==> config.mk <==
export PLATFORM = sky130hd
export DESIGN_NAME = fsm_state_monitor
export DESIGN_NICKNAME = d
export VERILOG_FILES = /design/src/rtl/fsm_state_monitor_pkg.sv /design/src/rtl/sat_counter.sv /design/src/rtl/fsm_state_monitor.sv
export SDC_FILE = /design/constraint.sdc
export NUM_CORES = 1
export LEC_CHECK = 0
export ABC_CLOCK_PERIOD_IN_PS = 2040
export CORE_UTILIZATION = 50
export DETAILED_ROUTE_END_ITERATION = 10
export PLACE_DENSITY = 0.83
export SLEW_MARGIN = 0
export SYNTH_ARGS = -nofsm -noshare
export SYNTH_HDL_FRONTEND = slang
export SYNTH_SLANG_ARGS = --single-unit
==> constraint.sdc <==
create_clock -name clk -period 2.04 [get_ports clk]
set_input_delay 0.612 -clock clk [delete_from_list [all_inputs] [get_ports clk]]
set_output_delay 0.612 -clock clk [all_outputs]
set_load 0.01 [all_outputs]
==> src/rtl/fsm_state_monitor_pkg.sv <==
// Shared encodings for the JK-toggle FSM monitor.
// Monitor FSM states plus the default lock target and hold length.
package fsm_state_monitor_pkg;

  typedef enum logic [1:0] {
    ST_IDLE   = 2'd0,
    ST_TRACK  = 2'd1,
    ST_LOCKED = 2'd2
  } mon_st_e;

  localparam logic [1:0] TARGET_DEF = 2'b11;
  localparam int         HOLD_DEF   = 3;
  localparam int         CNT_W_DEF  = 8;

endpackage

==> src/rtl/sat_counter.sv <==
// Saturating up-counter: sync clear > load-1 > increment (sticks at max).
// Ports: clk, i_clr, i_load1, i_inc, o_q[W-1:0].
module sat_counter #(
  parameter int W = 8
) (
  input  logic         clk,
  input  logic         i_clr,
  input  logic         i_load1,
  input  logic         i_inc,
  output logic [W-1:0] o_q
);

  localparam logic [W-1:0] ONE = W'(1);

  logic [W-1:0] r_q;

  always_ff @(posedge clk) begin
    if (i_clr) begin
      r_q <= '0;
    end else if (i_load1) begin
      r_q <= ONE;
    end else if (i_inc && (r_q != '1)) begin
      r_q <= r_q + ONE;
    end
  end

  assign o_q = r_q;

endmodule

==> src/rtl/fsm_state_monitor.sv <==
// Observer for the 2-bit JK-toggle FSM: change/transition/dwell/lock.
// Ports: clk, rst, en, y_b, y_a -> state_q, changed, trans_cnt, dwell, lock, lock_pulse.
module fsm_state_monitor
  import fsm_state_monitor_pkg::*;
#(
  parameter int         CNT_W  = CNT_W_DEF,
  parameter logic [1:0] TARGET = TARGET_DEF,
  parameter int         HOLD   = HOLD_DEF
) (
  input  logic             clk,
  input  logic             rst,
  input  logic             en,
  input  logic             y_b,
  input  logic             y_a,
  output logic [1:0]       state_q,
  output logic             changed,
  output logic [CNT_W-1:0] trans_cnt,
  output logic [CNT_W-1:0] dwell,
  output logic             lock,
  output logic             lock_pulse
);

  localparam logic [CNT_W-1:0] ONE    = CNT_W'(1);
  localparam logic [CNT_W-1:0] HOLD_C = CNT_W'(HOLD);

  mon_st_e          r_st;
  mon_st_e          w_st_nxt;
  logic [1:0]       r_q;
  logic             r_chg;
  logic             r_lock;
  logic             r_pulse;

  logic [1:0]       w_cur;
  logic             w_diff;
  logic             w_tgt;
  logic [CNT_W-1:0] w_nd;
  logic             w_chg;
  logic             w_tr_inc;
  logic             w_dw_load1;
  logic             w_dw_inc;
  logic             w_upd_q;
  logic             w_lock_nxt;
  logic             w_pulse;

  assign w_cur  = {y_b, y_a};
  assign w_diff = (w_cur != r_q);
  assign w_tgt  = (w_cur == TARGET);

  // Dwell as it will be after this sample while tracking.
  always_comb begin
    w_nd = ONE;
    if (!w_diff) begin
      w_nd = (dwell == '1) ? dwell : dwell + ONE;
    end
  end

  always_comb begin
    w_st_nxt   = r_st;
    w_chg      = 1'b0;
    w_tr_inc   = 1'b0;
    w_dw_load1 = 1'b0;
    w_dw_inc   = 1'b0;
    w_upd_q    = 1'b0;
    w_lock_nxt = r_lock;
    w_pulse    = 1'b0;
    if (en) begin
      unique case (r_st)
        ST_IDLE: begin
          w_upd_q    = 1'b1;
          w_dw_load1 = 1'b1;
          if (w_tgt && (HOLD_C == ONE)) begin
            w_st_nxt   = ST_LOCKED;
            w_lock_nxt = 1'b1;
            w_pulse    = 1'b1;
          end else begin
            w_st_nxt = ST_TRACK;
          end
        end
        ST_TRACK: begin
          w_upd_q = 1'b1;
          if (w_diff) begin
            w_chg      = 1'b1;
            w_tr_inc   = 1'b1;
            w_dw_load1 = 1'b1;
          end else begin
            w_dw_inc = 1'b1;
          end
          if (w_tgt && (w_nd >= HOLD_C)) begin
            w_st_nxt   = ST_LOCKED;
            w_lock_nxt = 1'b1;
            w_pulse    = 1'b1;
          end
        end
        ST_LOCKED: begin
          if (w_tgt) begin
            w_dw_inc = 1'b1;
          end else begin
            w_chg      = 1'b1;
            w_tr_inc   = 1'b1;
            w_dw_load1 = 1'b1;
            w_upd_q    = 1'b1;
            w_lock_nxt = 1'b0;
            w_st_nxt   = ST_TRACK;
          end
        end
        default: begin
          w_st_nxt = ST_IDLE;
        end
      endcase
    end
  end

  always_ff @(posedge clk) begin
    if (rst) begin
      r_st    <= ST_IDLE;
      r_q     <= 2'b00;
      r_chg   <= 1'b0;
      r_lock  <= 1'b0;
      r_pulse <= 1'b0;
    end else begin
      r_st    <= w_st_nxt;
      r_chg   <= w_chg;
      r_lock  <= w_lock_nxt;
      r_pulse <= w_pulse;
      if (w_upd_q) begin
        r_q <= w_cur;
      end
    end
  end

  sat_counter #(.W(CNT_W)) u_trans (
    .clk     (clk),
    .i_clr   (rst),
    .i_load1 (1'b0),
    .i_inc   (w_tr_inc),
    .o_q     (trans_cnt)
  );

  sat_counter #(.W(CNT_W)) u_dwell (
    .clk     (clk),
    .i_clr   (rst),
    .i_load1 (w_dw_load1),
    .i_inc   (w_dw_inc),
    .o_q     (dwell)
  );

  assign state_q    = r_q;
  assign changed    = r_chg;
  assign lock       = r_lock;
  assign lock_pulse = r_pulse;

endmodule

==> results.yml <==
hold_path:
  hold_class: "reg -> reg"
worst_setup_path:
  slowest_stage: "clkdlybuf4s50_1"
  cp-start-kind: "register"
  crit_family: "buffers and inverters"
  crit_path_max_fanout: 7
  required_ns: 1.43
  worstPathCellList: "clkdlybuf4s50_1"
  crit_buf_inv: 1
  endpoint_kind: "primary output"
  path_class: "reg -> out"
  critPathMaxStageDelay_ns: 0.59
  worstPathArrival_ns: 1.39
timing:
  whs_ns: 0.524
  fmax_ghz: 0.499
  period_needed_ns: 2.00
  finalClockSkew_ns: 0.00399
  setup_slack_ns: 0.0355
  drv_slew: 0
  worstMarginPinSlew_ns: 0.596
  tns_ns: 0
  post-route-period-util_pct: 98.3
  slew-limit-headroom_pct: 60.1
  finalHoldViolations: 0
  finalSetupViolCount: 0
  grt_setup_unrepaired: "true"
synth:
  synth_warnings: 0
  synth_area_leader_cell: "dfxtp_1"
  synthMuxAreaShare_pct: 4.41
  synth_compound_area_share_pct: 21.0
  syn_area_per_cell_um2: 8.81
  syn_area_mm2: 0.00139
  synth_cell_types: 47
  netlist_top_cells_area: "dfxtp_1 (33%), ha_1 (6.3%), a21oi_1 (4.3%)"
  synth_top_area_share_pct: 33.1
  synthAdderAreaFrac_pct: 6.29
  synth_nets: 170
  syn_inst: 158
  synthArstFlopShare_pct: 0
  synth_top_flop_cell: "dfxtp_1"
  synth-seq-cells: 23
  synth-simple-area-share_pct: 26.9
  synth_xor_area_share_pct: 4.41
  ys_seq_area_share_pct: 33.1
  synth-edff-count: 0
  synth_top_family_by_area: "simple AND/OR/NAND/NOR gates"
routing:
  routed-wl-met2_mm: 1.87
  wl_per_cell_um: 15.3
  ant_nets: 0
  wl_met3_um: 149
  vias_per_cell: 6.16
  maxUsedRoutingLayer: "met4"
  wirelength_mm: 3.51
  vias: 1411
  drt_pass1_iterations: 4
  wl_met1_mm: 1.44
  drc_errors: 0
  drtIter0Drc: 27
clocking:
  cts_tree: "yes"
  numCtsBuffers: 3
  clk_pin_slew_worst_paths_ns: 0.13
  cts_max_level: 1
  clk_latency_ns: 0.31
  cts_root_buffer: "clkbuf_4"
  clk_path_buf_depth: 2
  cts.sinks: 23
cells_and_area:
  fin_cells: 229
  fin_area_mm2: 0.00188
  diodes: 0
  utilization_pct: 73.8
  final_cell_mix: "clkdlybuf4s50_1 (23), dfxtp_1 (17), buf_4 (17)"
  final_nets: 212
  synthToLayoutAreaGrowth_pct: 35.1
  drive_gt1_share_pct: 23.1
  final_common_cell: "clkdlybuf4s50_1"
power_and_ir_drop:
  power_mw: 0.844
  peakVddDrop_v: 0.000360
  p_leak_nw: 0.660
  power_density_mw_per_mm2: 449
floorplanning:
  die-area_mm2: 0.00300
  num_rows: 18
  pin_count: 26
  core_region_area_mm2: 0.00254
  initial_core_util_pct: 54.7
  die_y_um: 54.8
  die_w_um: 54.8
place:
  place_inst: 224
  io_buffers: 25
  gp_congestion: 0.870
  dp_hpwl_mm: 2.62
  place_ws_ns: -0.427
  postPlaceCellArea_mm2: 0.00179
job:
  cap_violations: 0
global_route:
  grt_remaining_overflow: 0
  grt_usage_pct: 25.3
  antenna_found_initial: 0
  grt_max_degree: 17
  grt_pass1_wl_mm: 5.42
  grt_pass1_vias: 1287
status:
  outcome: "completed"
-- routing by layer --
layer	GRT usage, %	vias to the layer above
met5	0	-
met1	29.7	677
met4	12.0	0
met3	4.17	7
met2	44.0	52
li1	-	675
-- final cells by class --
cell class                 count  area [um^2]
inverter                       6         22.5
tap                           30         37.5
timing repair buffer          43          395
clock inverter                 1         5.00
clock buffer                   3         22.5
fill                         184          666
sequential                    23          470
multi-input combinational    123          926
-- repair_timing --
action	in CTS	in global routing
hold buffers	0	0
setup buffers	0	1
pin swaps	2	3
cloned	0	0
hold endpoints to repair	0	0
setup endpoints to repair	14	9
gates resized for setup	7	12
-- worst reg2reg max path, delay by kind of cell (launching register included) --
family / cells / cell delay [ns]
compound gates: 3 / 0.41
fa+ha+maj: 1 / 0.22
buf+inv: 2 / 0.25
flops: 1 / 0.34
simple gates: 2 / 0.70
-- worst paths after layout --
| path | endpoint | from | slack [ns] | depth (start not counted) |
|---|---|---|---|---|
| max | dwell[4] | u_dwell.o_q[4] | 0.04 | 1 |
| min | u_trans.o_q[6] | u_trans.o_q[6] | 0.52 | 2 |
| max reg2reg | u_trans.o_q[4] | r_st[1] | 0.05 | 8 |
| min reg2reg | u_trans.o_q[6] | u_trans.o_q[6] | 0.52 | 2 |
-- logic make-up after synthesis --
family	Yosys count
simple gates	67
compound gates	36
flops	23
buf+inv	12
xor+xnor	7
fa+ha+maj	7
mux	6
-- power by group --
part	internal, mW	switching, mW	total, mW
Clock	0.0731	0.141	0.214
Sequential	0.459	0.0117	0.470
Combinational	0.0764	0.0832	0.160
Total	0.608	0.236	0.844
-- cell usage after synthesis, types with 4 or more instances --
library cell   n
inv_1          6
o41ai_1        4
nor4_1         6
mux2i_1        5
nor2_1        15
nand4_1        4
nor2b_1        4
nand2_1       11
ha_1           7
a21oi_1       12
xnor2_1        4
or4_1          4
dfxtp_1       23
nand3_1        8
-- state kept, by name (all words and copies together), names as in the netlist --
| register | count |
|---|---|
| u_trans.o_q | 8 |
| lock | 1 |
| lock_pulse | 1 |
| changed | 1 |
| u_dwell.o_q | 8 |
| state_q | 2 |
| r_st | 2 |
Power figures use the tool's default switching activity.
